<file path="src/rtl/osd_vram_wr_queue_pkg.sv">
// Shared types and helpers for the OSD VRAM write queue: FSM state encoding,
// default VRAM geometry and the log2 used to size the occupancy counter.
package osd_vram_wr_queue_pkg;

    localparam int C_AW_DEF = 10;
    localparam int C_DW_DEF = 8;

    typedef enum logic {
        ST_IDLE = 1'b0,
        ST_FILL = 1'b1
    } state_t;

    // Ceiling log2; exact for the power-of-two depths this block accepts.
    function automatic int f_log2(input int value);
        int r;
        r = 0;
        for (int i = 0; i < 31; i++) begin
            if ((1 << i) < value) r = i + 1;
        end
        return r;
    endfunction

endpackage

</file>
<file path="src/rtl/osd_cmd_fifo.sv">
// Synchronous show-ahead FIFO holding address/data write commands.
// The head entry is readable combinationally so a pop can feed the output registers directly.
module osd_cmd_fifo
    import osd_vram_wr_queue_pkg::*;
#(
    parameter int C_W     = C_AW_DEF + C_DW_DEF,
    parameter int C_DEPTH = 16,
    parameter int C_LW    = f_log2(C_DEPTH) + 1
) (
    input  logic            CK_i,
    input  logic            XSYS_R_i,
    input  logic            PUSH_i,
    input  logic [C_W-1:0]  WD_i,
    input  logic            POP_i,
    output logic [C_W-1:0]  RD_o,
    output logic            FULL_o,
    output logic            EMPTY_o,
    output logic [C_LW-1:0] LEVEL_o
);

    localparam int C_PW = f_log2(C_DEPTH);

    logic [C_W-1:0]  r_mem [C_DEPTH];
    logic [C_PW-1:0] r_wr_ptr;
    logic [C_PW-1:0] r_rd_ptr;
    logic [C_LW-1:0] r_level;
    logic            w_full;
    logic            w_empty;
    logic            w_wr;
    logic            w_rd;

    assign w_full  = (r_level == C_LW'(C_DEPTH));
    assign w_empty = (r_level == '0);
    assign w_rd    = POP_i & ~w_empty;
    // When full, a simultaneous pop frees the slot the write lands in.
    assign w_wr    = PUSH_i & (~w_full | w_rd);

    always_ff @(posedge CK_i) begin
        if (w_wr) r_mem[r_wr_ptr] <= WD_i;
    end

    always_ff @(posedge CK_i or negedge XSYS_R_i) begin
        if (!XSYS_R_i) begin
            r_wr_ptr <= '0;
            r_rd_ptr <= '0;
            r_level  <= '0;
        end else begin
            if (w_wr) r_wr_ptr <= r_wr_ptr + C_PW'(1);
            if (w_rd) r_rd_ptr <= r_rd_ptr + C_PW'(1);
            r_level <= r_level + C_LW'(w_wr) - C_LW'(w_rd);
        end
    end

    assign RD_o    = r_mem[r_rd_ptr];
    assign FULL_o  = w_full;
    assign EMPTY_o = w_empty;
    assign LEVEL_o = r_level;

endmodule

</file>
<file path="src/rtl/osd_vram_wr_queue.sv">
// CPU-to-VRAM write queue: toggle-strobed commands are queued and drained into
// the character VRAM during blanking; also performs a hardware full-screen fill.
//   state   | meaning
//   ST_IDLE | drain FIFO entries while the gate is open; wait for fill request
//   ST_FILL | write FVAL to every VRAM cell in order; FIFO pops suspended
module osd_vram_wr_queue
    import osd_vram_wr_queue_pkg::*;
#(
    parameter int C_AW         = C_AW_DEF,
    parameter int C_DW         = C_DW_DEF,
    parameter int C_DEPTH      = 16,
    parameter int C_BLANK_GATE = 1
) (
    input  logic                       CK_i,
    input  logic                       XSYS_R_i,
    input  logic [C_AW-1:0]            CMD_WAs_i,
    input  logic [C_DW-1:0]            CMD_WDs_i,
    input  logic                       CMD_AINC_i,
    input  logic                       CMD_STB_i,
    input  logic                       FILL_REQ_i,
    input  logic                       OVF_CLR_i,
    input  logic                       BLANK_i,
    output logic [C_AW-1:0]            VRAM_WAs_o,
    output logic [C_DW-1:0]            VRAM_WDs_o,
    output logic                       VRAM_WE_o,
    output logic [f_log2(C_DEPTH):0]   STS_LEVELs_o,
    output logic                       STS_OVF_o,
    output logic                       STS_BUSY_o
);

    localparam int C_LW = f_log2(C_DEPTH) + 1;
    localparam int C_W  = C_AW + C_DW;

    logic            r_stb_d;
    logic            r_fill_d;
    logic [C_AW-1:0] r_ptr;
    logic [C_AW-1:0] r_fcnt;
    logic [C_DW-1:0] r_fval;
    state_t          r_state;
    state_t          w_state_nxt;
    logic            r_we;
    logic [C_AW-1:0] r_wa;
    logic [C_DW-1:0] r_wd;
    logic            r_ovf;
    logic            r_busy;

    logic            w_push;
    logic            w_fill_req;
    logic            w_gate;
    logic            w_pop;
    logic            w_fill_wr;
    logic            w_accept;
    logic            w_drop;
    logic [C_AW-1:0] w_entry_wa;
    logic [C_W-1:0]  w_head;
    logic            w_full;
    logic            w_empty;
    logic [C_LW-1:0] w_level;
    logic [C_LW-1:0] w_level_nxt;

    assign w_push      = CMD_STB_i ^ r_stb_d;
    assign w_fill_req  = FILL_REQ_i & ~r_fill_d;
    assign w_gate      = (C_BLANK_GATE == 0) ? 1'b1 : BLANK_i;
    assign w_entry_wa  = CMD_AINC_i ? r_ptr : CMD_WAs_i;
    assign w_accept    = w_push & (~w_full | w_pop);
    assign w_drop      = w_push & w_full & ~w_pop;
    assign w_level_nxt = w_level + C_LW'(w_accept) - C_LW'(w_pop);

    osd_cmd_fifo #(
        .C_W     (C_W),
        .C_DEPTH (C_DEPTH),
        .C_LW    (C_LW)
    ) u_fifo (
        .CK_i     (CK_i),
        .XSYS_R_i (XSYS_R_i),
        .PUSH_i   (w_push),
        .WD_i     ({w_entry_wa, CMD_WDs_i}),
        .POP_i    (w_pop),
        .RD_o     (w_head),
        .FULL_o   (w_full),
        .EMPTY_o  (w_empty),
        .LEVEL_o  (w_level)
    );

    always_comb begin
        w_state_nxt = r_state;
        w_pop       = 1'b0;
        w_fill_wr   = 1'b0;
        case (r_state)
            ST_IDLE: begin
                w_pop = ~w_empty & w_gate;
                if (w_fill_req) w_state_nxt = ST_FILL;
            end
            ST_FILL: begin
                w_fill_wr = w_gate;
                if (w_gate && (r_fcnt == '1)) w_state_nxt = ST_IDLE;
            end
            default: w_state_nxt = ST_IDLE;
        endcase
    end

    always_ff @(posedge CK_i or negedge XSYS_R_i) begin
        if (!XSYS_R_i) begin
            r_state  <= ST_IDLE;
            r_stb_d  <= 1'b0;
            r_fill_d <= 1'b0;
            r_ptr    <= '0;
            r_fcnt   <= '0;
            r_fval   <= '0;
        end else begin
            r_state  <= w_state_nxt;
            r_stb_d  <= CMD_STB_i;
            r_fill_d <= FILL_REQ_i;
            if (w_accept) r_ptr <= w_entry_wa + C_AW'(1);
            if ((r_state == ST_IDLE) && w_fill_req) begin
                r_fcnt <= '0;
                r_fval <= CMD_WDs_i;
            end else if (w_fill_wr) begin
                r_fcnt <= r_fcnt + C_AW'(1);
            end
        end
    end

    always_ff @(posedge CK_i or negedge XSYS_R_i) begin
        if (!XSYS_R_i) begin
            r_we   <= 1'b0;
            r_wa   <= '0;
            r_wd   <= '0;
            r_ovf  <= 1'b0;
            r_busy <= 1'b0;
        end else begin
            r_we <= w_pop | w_fill_wr;
            if (w_pop) begin
                {r_wa, r_wd} <= w_head;
            end else if (w_fill_wr) begin
                r_wa <= r_fcnt;
                r_wd <= r_fval;
            end
            // A drop in the same cycle as a clear keeps the flag set.
            if (w_drop)         r_ovf <= 1'b1;
            else if (OVF_CLR_i) r_ovf <= 1'b0;
            r_busy <= (w_level_nxt != '0) | (w_state_nxt == ST_FILL);
        end
    end

    assign VRAM_WE_o    = r_we;
    assign VRAM_WAs_o   = r_wa;
    assign VRAM_WDs_o   = r_wd;
    assign STS_LEVELs_o = w_level;
    assign STS_OVF_o    = r_ovf;
    assign STS_BUSY_o   = r_busy;

endmodule

</file>
<file path="config.mk">
export PLATFORM = sky130hd
export DESIGN_NAME = osd_vram_wr_queue
export DESIGN_NICKNAME = d
export VERILOG_FILES = /design/src/rtl/osd_vram_wr_queue_pkg.sv /design/src/rtl/osd_cmd_fifo.sv /design/src/rtl/osd_vram_wr_queue.sv
export SDC_FILE = /design/constraint.sdc
export NUM_CORES = 1
export LEC_CHECK = 0
export CORE_ASPECT_RATIO = 1.4
export CORE_UTILIZATION = 25
export CTS_BUF_LIST = sky130_fd_sc_hd__clkbuf_8 sky130_fd_sc_hd__clkbuf_16
export CTS_CLUSTER_DIAMETER = 30
export CTS_CLUSTER_SIZE = 8
export DETAILED_ROUTE_END_ITERATION = 8
export DONT_BUFFER_PORTS = 1
export GPL_TIMING_DRIVEN = 0
export PLACE_DENSITY = 0.35
export SETUP_SLACK_MARGIN = 0.2
export SYNTH_ARGS = -nofsm -noshare
export SYNTH_HDL_FRONTEND = slang
export SYNTH_HIERARCHICAL = 1
export SYNTH_SLANG_ARGS = --single-unit
</file>
<file path="constraint.sdc">
create_clock -name CK_i -period 9.42 [get_ports CK_i]
set_input_delay 0.942 -clock CK_i [delete_from_list [all_inputs] [get_ports CK_i]]
set_output_delay 0.942 -clock CK_i [all_outputs]
set_load 0.02 [all_outputs]
</file>
Word-level counts from Yosys, hierarchy flattened
Memory sizes are Yosys's and may differ from the RTL's. Cells that the tools add are included.

Register bits after elaboration: 65. Latch bits: 0. RAM bits: 288. Memory bits (read-only): 0. Bits of input ports: 25. Output and inout bits: 26. Memories kept: 1.

$add $sub $neg: 8. Multipliers: 0. Div/mod/pow operators: 0. $lt $le $gt $ge: 0. Equality and inequality tests: 2. Shift operators: 0. Multiplexer cells: 16. Bitwise gates (word level): 17. Reduce and logical (&&, ||, !) cells: 7.

Memories: u_fifo.r_mem (depth 16, bits a word 18, read ports 1, clocked after memory_dff 0, wr ports 1, line osd_cmd_fifo.sv:23) `logic [C_W-1:0] r_mem [C_DEPTH];`.

Operators by type and width (number): $mux W10 (5); $add A10 B1 Y10 const B (2); $mux W8 (2); $add A5 B1 Y5 (2); $eq A10 B10 Y1 const B (1); $sub A5 B1 Y5 (2); $add A4 B1 Y4 const B (2); $mux W1 (8); $and A1 B1 Y1 (7); $reduce_bool A2 Y1 (3); $eq A5 B5 Y1 const B (1); $logic_not A5 Y1 (1); $not A1 Y1 (5); $reduce_bool A5 Y1 (1); $or A1 B1 Y1 (4); $logic_and A1 B1 Y1 (2); $pmux W1 S2 (1); $xor A1 B1 Y1 (1).

Longest topological paths before layout
Word-level depth: 10. Mapped depth: 16. Depth with buffers taken out: 14.

Hierarchy
The synthesis kept the hierarchy.

By module, submodules not included: osd_cmd_fifo (instances 1, cells an instance 604, area an instance 11850.1 um^2, sequential area each 8973.6 um^2); osd_vram_wr_queue (instances 1, cells an instance 287, area an instance 2894.0 um^2, sequential area each 1301.2 um^2).

Worst setup path before layout
No wires, ideal clock.

Path kind: register to register. Start: reg u_fifo.r_level[3] (netlist: u_fifo/LEVEL_o[3]). End: mem u_fifo/r_mem[3][0] (netlist bit), enable pin. Library setup time: 0.416 ns. Arrival time: 2.955 ns. Path slack: 6.049 ns. Stages on the path, launching flop included: 9. Path buffers: 1. Period minus slack after synthesis: 3.371 ns. Path through: dfrtp_1 inv_1 ha_1 nor4b_2 nor3b_4 o21a_1 buf_2 nand2_1 nor3_1.

Longest elaborated chain between the ends: 9. Elaborated cells between the ends (all ways): 11. Those cells by class: eq/ne: 1; mux: 3; bitwise: 6; reduce/logical: 1.

RTL lines: from (decl) (line osd_cmd_fifo.sv:26) `logic [C_LW-1:0] r_level;`; from (signal assigned) (line osd_cmd_fifo.sv:50) `r_level <= r_level + C_LW'(w_wr) - C_LW'(w_rd);`; $logic_not A5 Y1 (line osd_cmd_fifo.sv:33) `assign w_empty = (r_level == '0);`; net w_empty (line osd_vram_wr_queue.sv:57) `logic w_empty;`; $not A1 Y1 (line osd_vram_wr_queue.sv:91) `w_pop = ~w_empty & w_gate;`; $and A1 B1 Y1 (line osd_vram_wr_queue.sv:91); $mux W1 (line osd_vram_wr_queue.sv:89) `case (r_state)`; net w_pop (line osd_vram_wr_queue.sv:50) `logic w_pop;`; $and A1 B1 Y1 (line osd_cmd_fifo.sv:34) `assign w_rd = POP_i & ~w_empty;`; $or A1 B1 Y1 (line osd_cmd_fifo.sv:36) `assign w_wr = PUSH_i & (~w_full | w_rd);`; $and A1 B1 Y1 (line osd_cmd_fifo.sv:36); $mux W1 (line osd_cmd_fifo.sv:39) `if (w_wr) r_mem[r_wr_ptr] <= WD_i;`; $mux W1 (not written as such) (line osd_cmd_fifo.sv:39); to (decl) (line osd_cmd_fifo.sv:23).

The timed path passes the listed nets, and every way through them passes these cells.

Worst setup path in the final report
Start: reg u_fifo.r_level[2] (netlist: u_fifo/LEVEL_o[2]). End: reg r_busy (netlist: STS_BUSY_o).

Longest elaborated chain between the ends: 10. Elaborated cells between the ends (all ways): 12. Those cells by class: add/sub: 2; eq/ne: 1; mux: 1; bitwise: 6; reduce/logical: 2.

RTL lines: $logic_not A5 Y1 * (line osd_cmd_fifo.sv:33); net w_empty (line osd_vram_wr_queue.sv:57); $not A1 Y1 * (line osd_vram_wr_queue.sv:91); $and A1 B1 Y1 * (line osd_vram_wr_queue.sv:91); $mux W1 * (line osd_vram_wr_queue.sv:89); net w_pop (line osd_vram_wr_queue.sv:50); $or A1 B1 Y1 (line osd_vram_wr_queue.sv:65) `assign w_accept = w_push & (~w_full | w_pop);`; $and A1 B1 Y1 (line osd_vram_wr_queue.sv:65); $add A5 B1 Y5 (line osd_vram_wr_queue.sv:67) `assign w_level_nxt = w_level + C_LW'(w_accept) - C_LW'(w_pop);`; $sub A5 B1 Y5 * (line osd_vram_wr_queue.sv:67); $reduce_bool A5 Y1 * (line osd_vram_wr_queue.sv:142) `r_busy <= (w_level_nxt != '0) | (w_state_nxt == ST_FILL);`; $or A1 B1 Y1 * (line osd_vram_wr_queue.sv:142); to (signal assigned) (line osd_vram_wr_queue.sv:142); to (decl) (line osd_vram_wr_queue.sv:45) `logic r_busy;`.

The timed path passes the listed nets; every way through them passes the cells marked *. A chain may end at the register's enable or synchronous reset.

==> flow_summary.ini <==
[yosys]
synth.largest_area_cell = edfxtp_1
synthMuxAreaShare_pct = 11.9
synthSimpleGateAreaFrac_pct = 4.78
syn-num-nets = 936
yosys-top-cells-area = edfxtp_1 (59%), dfrtp_1 (11%), mux4_2 (5.5%)
async_flop_share_pct = 18.4
synth_top_area_share_pct = 58.7
avgSynthCellArea_um2 = 16.5
synth_ff_type = edfxtp_1
synth_edf_count = 288
yosysWarningCount = 6
yosysUniqueCellTypes = 55
synthTopCellsByCount = edfxtp_1 (288), mux2i_1 (75), dfrtp_1 (65)
synth_top_family_by_area = multiplexers
yosysMostFrequentCell = edfxtp_1
synth-seq-area-share_pct = 69.7
synth_xor_area_share_pct = 1.49
synth_compound_area_share_pct = 7.62
netlist_instances = 891
synth_area_mm2 = 0.0147
synthAdderAreaFrac_pct = 1.80
yosys_register_bits = 353

[worst_setup_path]
critPathKind = register to register
crit_path_end = STS_BUSY_o$_DFF_PN0_
worstPathRequired_ns = 9.90
worstSetupStartpointType = register
cpPeakStageDelay_ns = 0.64
cpMostUsedCell = ha_1
crit_start = u_fifo/LEVEL_o[2]$_DFF_PN0_
critical-path-top-delay-family = adder cells
worst-path-buf-inv = 4
r2r_end = STS_BUSY_o$_DFF_PN0_
path_max_fanout = 10
reg2reg_depth = 15
cp_slowest_cell = nor4b_2
r2r_start = u_fifo/LEVEL_o[2]$_DFF_PN0_
critPathArrivalTime_ns = 4.49
worstSetupPathDepth = 15
path_cells = inv_1, ha_1, nor4b_2, nor3b_4, o21ai_0, buf_2, buf_2, ha_1, inv_1, ha_1, fa_1, a21o_1, a21oi_1, xnor2_1, nand4b_1
regToRegSetupSlack_ns = 5.40
critical_path.endpoint_type = register

[clock_network]
clk_pin_slew_ns = 0.05
cts_tree = done
cts-buffers-inserted = 95
cts_num_sinks = 353
htreeDepth = 3
post-cts-setup-buffer-count = 0
clkLatencyLatePin_ns = 0.62
cts_buffer_depth = 3
cts-root-buf = clkbuf_16

[global_route]
grt_max_degree = 61
grt_pass1_wl_um = 62600
grt.total_usage_pct = 14.7
grt_pass1_vias = 9051
antenna_found_initial = 1
grt_overflow_total = 0

[pwr]
powerDensity_mw_per_mm2 = 350
p_sw_mw = 1.96
p_comb_share_pct = 21.1
power.clock.fraction_pct = 48.0
totalPowerFinal_mw = 6.78
sequentialPowerShare_pct = 30.9
p_int_mw = 4.81
switching_share_pct = 28.9
leakagePower_nw = 7.10
irDropWorstVdd_mv = 0.138

[timing]
relSlewSlack_pct = 29.3
rsz0062_at_grt = false
setup_viol = 0
clock_skew_ns = 0.0291
period_needed_ns = 4.02
fmax_ghz = 0.249
worstMarginPinSlew_ns = 1.06
hold_viol = 0
maxSlewViolCount = 0
hold_ws_ns = 0.220
fin_setup_tns_ns = 0
post-route-period-util_pct = 42.6

[routing]
route.vias.total = 8302
postRouteAntennaNets = 0
drt_first_pass_iters = 5
viasPerCell = 4.51
drc = 0
drtIter0Drc = 403
drt_wl_total_um = 42900
avgRoutedWirePerCell_um = 23.3

[place]
place.gp.congestion = 0.722
numPortBuffers = 0
hpwl_um = 28500
placed_cells = 1660

[die]
dieArea_mm2 = 0.0600
die_w_um = 207
start_util_pct = 25.2
rows = 105
boundaryPins = 51
coreArea_mm2 = 0.0585
fp.dieH_um = 289

[outcome]
status = finished, final reports clean

[layout]
regArea_mm2 = 0.0103
stdcell_count = 1839
syn2layout_area_growth_pct = 31.3
multi_input_comb_area_mm2 = 0.00412
diodes = 0
postLayoutCoreUtil_pct = 33.1
final_nets = 1056
num-fill-cells = 5586
final_layout_size_suffix_gt1_share_pct = 26.0

[flow_run]
cap_violations = 0

[hold_path]
hp-class = input port to asynchronous set/reset pin
[cell type report]
| cell class | count | share of cell area [%] |
|---|---|---|
| timing repair buffer | 23 | 1.77 |
| inverter | 26 | 0.504 |
| multi-input combinational | 463 | 21.3 |
| sequential | 353 | 53.1 |
| tap | 749 | 4.84 |
| clock buffer | 102 | 13.1 |
| clock inverter | 74 | 3.93 |
| buffer | 49 | 1.58 |
[how the worst min path moves through the flow]
stage               slack [ns]                        end
floorplan                 0.44       r_ptr[9]$_DFFE_PN0P_
global placement          0.46       r_ptr[7]$_DFFE_PN0P_
detailed placement        0.48       r_ptr[7]$_DFFE_PN0P_
CTS                       0.20  VRAM_WAs_o[7]$_DFFE_PN0P_
global route              0.22      r_fcnt[3]$_DFFE_PN0P_
finish                    0.22      r_fval[6]$_DFFE_PN0P_
[worst register-to-register path: cells and delay by family, from the launching register on]
family                   cells  cell delay, ns
AO/OA/AOI/OAI                3            0.60
adder cells (fa/ha/maj)      4            0.98
XOR/XNOR                     1            0.14
AND/OR/NAND/NOR              3            0.91
buffers and inverters        4            0.76
flip-flops                   1            0.51
[layout by cell type (no fill, tap or decap), drive strengths merged, types with 37 or more instances in the layout]
cell type	n
clkbuf	117
a22oi	37
edfxtp	288
o21ai	49
nand2	48
dfrtp	65
a221oi	37
buf	55
inv	44
mux2i	75
[per-layer routing]
layer,vias up,global-route usage (%),routed length [um]
met5,-,0,0
met4,0,6.74,1300
met3,66,3.10,1850
met2,189,28.0,23600
met1,4263,15.3,16100
li1,3784,-,-
[per-stage QoR]
step	instance area [um^2]	worst slack, ns
3_5_place_dp	16000	5.31
4_1_cts	19400	5.29
6_report	19400	5.40
2_1_floorplan	14700	6.05
3_3_place_gp	15700	3.81
5_1_grt	19400	5.01
[logic make-up (layout without fill, tap and decap cells)]
group	Yosys count	count (layout)
AO/OA/AOI/OAI	162	162
buffers and inverters	75	274
multiplexers	128	128
flip-flops	353	353
XOR/XNOR	25	25
adder cells (fa/ha/maj)	20	20
AND/OR/NAND/NOR	128	128
[power groups by stage]
stage	combinational, mW	sequential (mW)	clock [mW]
after global routing	1.57	2.12	3.40
final	1.43	2.10	3.25
after CTS	1.48	2.10	3.32
after detailed placement	1.47	2.12	0
after floorplan	0.963	2.09	0
after global placement	1.41	2.13	0
[state kept, by name, summed over array words and instances (netlist names), 4 cells and up]
| signal | count |
|---|---|
| u_fifo/r_mem | 288 |
| r_fcnt | 10 |
| u_fifo/r_rd_ptr | 4 |
| u_fifo/LEVEL_o | 5 |
| u_fifo/r_wr_ptr | 4 |
| VRAM_WDs_o | 8 |
| VRAM_WAs_o | 10 |
| r_ptr | 10 |
| r_fval | 8 |
[what timing repair did]
action	CTS	global route
endpoints found under the setup margin	0	0
hold endpoints to repair	60	0
hold buffers	3	0
resized for setup	0	0
Power figures use the tool's default switching activity.
==> patch: new RTL, config.mk and constraints unchanged <==
`C_AW_DEF`: 10 -> 11.
--- a/src/rtl/osd_vram_wr_queue_pkg.sv
+++ b/src/rtl/osd_vram_wr_queue_pkg.sv
@@ -3,5 +3,5 @@
 package osd_vram_wr_queue_pkg;
 
-    localparam int C_AW_DEF = 10;
+    localparam int C_AW_DEF = 11;
     localparam int C_DW_DEF = 8;
 
Ports: changed (resized CMD_WAs_i and VRAM_WAs_o); port bits go from 51 to 53. The function was not compared with the original's and may differ.
==> patch against the original RTL <==
- synthesized area is 6.6% higher
- final cell count is 6.5% higher
- non-clock buffer count is 4 lower
- critical endpoint unchanged
- final area is 4.6% higher
- sequential share of layout area is 0.41 points higher
- sequential power is 7% higher
- largest cell class unchanged
- wire length is 10% higher
- sequential cell count is 19 higher
- clock skew is 0.015 ns lower
- worst setup slack better by 0.13 ns
- combinational power is 33% higher
- power is 8.8% higher
==> patch: results (changes against the original RTL) <==
| Metric | Value |
|---|---|
| Status | complete, no violations |
| Top post-synthesis cells by area | edfxtp_1 (58%), dfrtp_1 (11%), mux4_2 (5.4%) |
| Worst R2R Setup Slack | 5.53 ns (+0.13 ns) |
| Via density | 4.504 (-0.22%) |
| Yosys cell types | 56 (+1.8%) |
| Pleak | 7.371 nW (+3.8%) |
| CP arrival | 4.36 ns (-0.13 ns) |
| GPL Wtd Cong | 0.7023 (-2.8%) |
| Seq power | 2.24 mW (+7%) |
| Gr usage total | 15.37% (+0.70 points) |
| Final period utilization | 41.29% (-1.3 points) |
| Mapped Nets | 1,005 (+7.4%) |
| Drt total wl | 47,360 um (+10%) |
| Nets | 1,110 (+5.1%) |
| TritonCTS sink count | 372 (+5.4%) |
| Syn Inst Count | 959 (+7.6%) |
| First-pass GRT wire length | 67,670 um (+8.2%) |
| Critical Path Slowest Stage Cell | dfrtp_1 |
| Number of global-route vias before repair | 9,496 (+4.9%) |
| Slew HR | 27.45% (-1.8 points) |
| Final Skew | 0.01421 ns (-0.01487 ns) |
| Layout cell share with drive strength beyond 1 | 25.93% (-0.037 points) |
| Seq/Total Area, Yosys | 68.94% (-0.75 points) |
| Crit-path max cell delay | 0.54 ns (-0.10 ns) |
| Switching power | 2.335 mW (+19%) |
| Crit path capture type | register |
| Post-DP Area | 17,070 um2 (+6.5%) |
| Initial DRC Count | 536 (+33%) |
| Initial antenna violation count | 0 (-1) |
| Layout Cells excl Fill | 1,959 (+6.5%) |
| VDD IR-drop max | 0.0001951 V (+42%) |
| Max FFs per register | 304 (+5.6%) |
| Post-CTS Hold Buffers | 1 (-2) |
| Cells after DPL | 1,800 (+8.4%) |
| First-pass DRT Iterations | 7 (+2) |
| Post-synth top cells | edfxtp_1 (304), mux2i_1 (82), nand2_1 (76), dfrtp_1 (68), o21ai_0 (45) |
==> patch: cell types whose count changed after synthesis, moves of 4 or more <==
cell      before  now
o21ai_1        0    4
buf_4          4    8
nand3_1        6   10
a21oi_1       24   28
nand2_1       48   76
mux2_2        16    5
a221oi_2       5   38
buf_2         18   13
nand4_1        4    8
edfxtp_1     288  304
mux2i_1       75   82
a221oi_1      32    0
==> patch: logic make-up (layout without fill, tap and decap cells) <==
logic type | after synthesis | count (layout) | share of synthesized area, %
muxes | 126 | 126 | 11.10
and+or+nand+nor | 168 | 168 | 5.304
buffers and inverters | 78 | 253 | 2.668
xor gates and xnor gates | 26 | 26 | 1.449
DFF | 372 | 372 | 68.94
AOI/OAI and AO/OA | 169 | 169 | 8.848
adders and majority gates | 20 | 20 | 1.688
==> patch: final cells by class <==
type / instances / area (um2)
fill: 5981 / 41770
sequential: 372 / 10830
timing repair buffer: 17 / 242.7
tap: 825 / 1032
buffer: 51 / 317.8
clock buffer: 90 / 2230
multi-input combinational: 509 / 4571
clock inverter: 68 / 932.1
inverter: 27 / 101.3
==> patch: how the worst min path moves through the flow <==
stage               startpoint                end  slack [ns]  depth (start not counted)
floorplan            r_fval[0]          r_fval[0]        0.45                          2
global placement      r_ptr[9]           r_ptr[9]        0.46                          2
detailed placement   r_fval[6]          r_fval[6]        0.47                          2
CTS                   XSYS_R_i  u_fifo/LEVEL_o[3]        0.21                          1
global route          XSYS_R_i  u_fifo/LEVEL_o[3]        0.23                          1
finish                XSYS_R_i  u_fifo/LEVEL_o[3]        0.23                          1
==> patch: layer usage <==
metal	wire (um)	vias to the layer above	track usage [%]
met5	0	-	0
met4	1158	0	6.378
met2	25380	179	27.52
met1	18680	4568	17.30
met3	2138	65	3.552
li1	-	4012	-
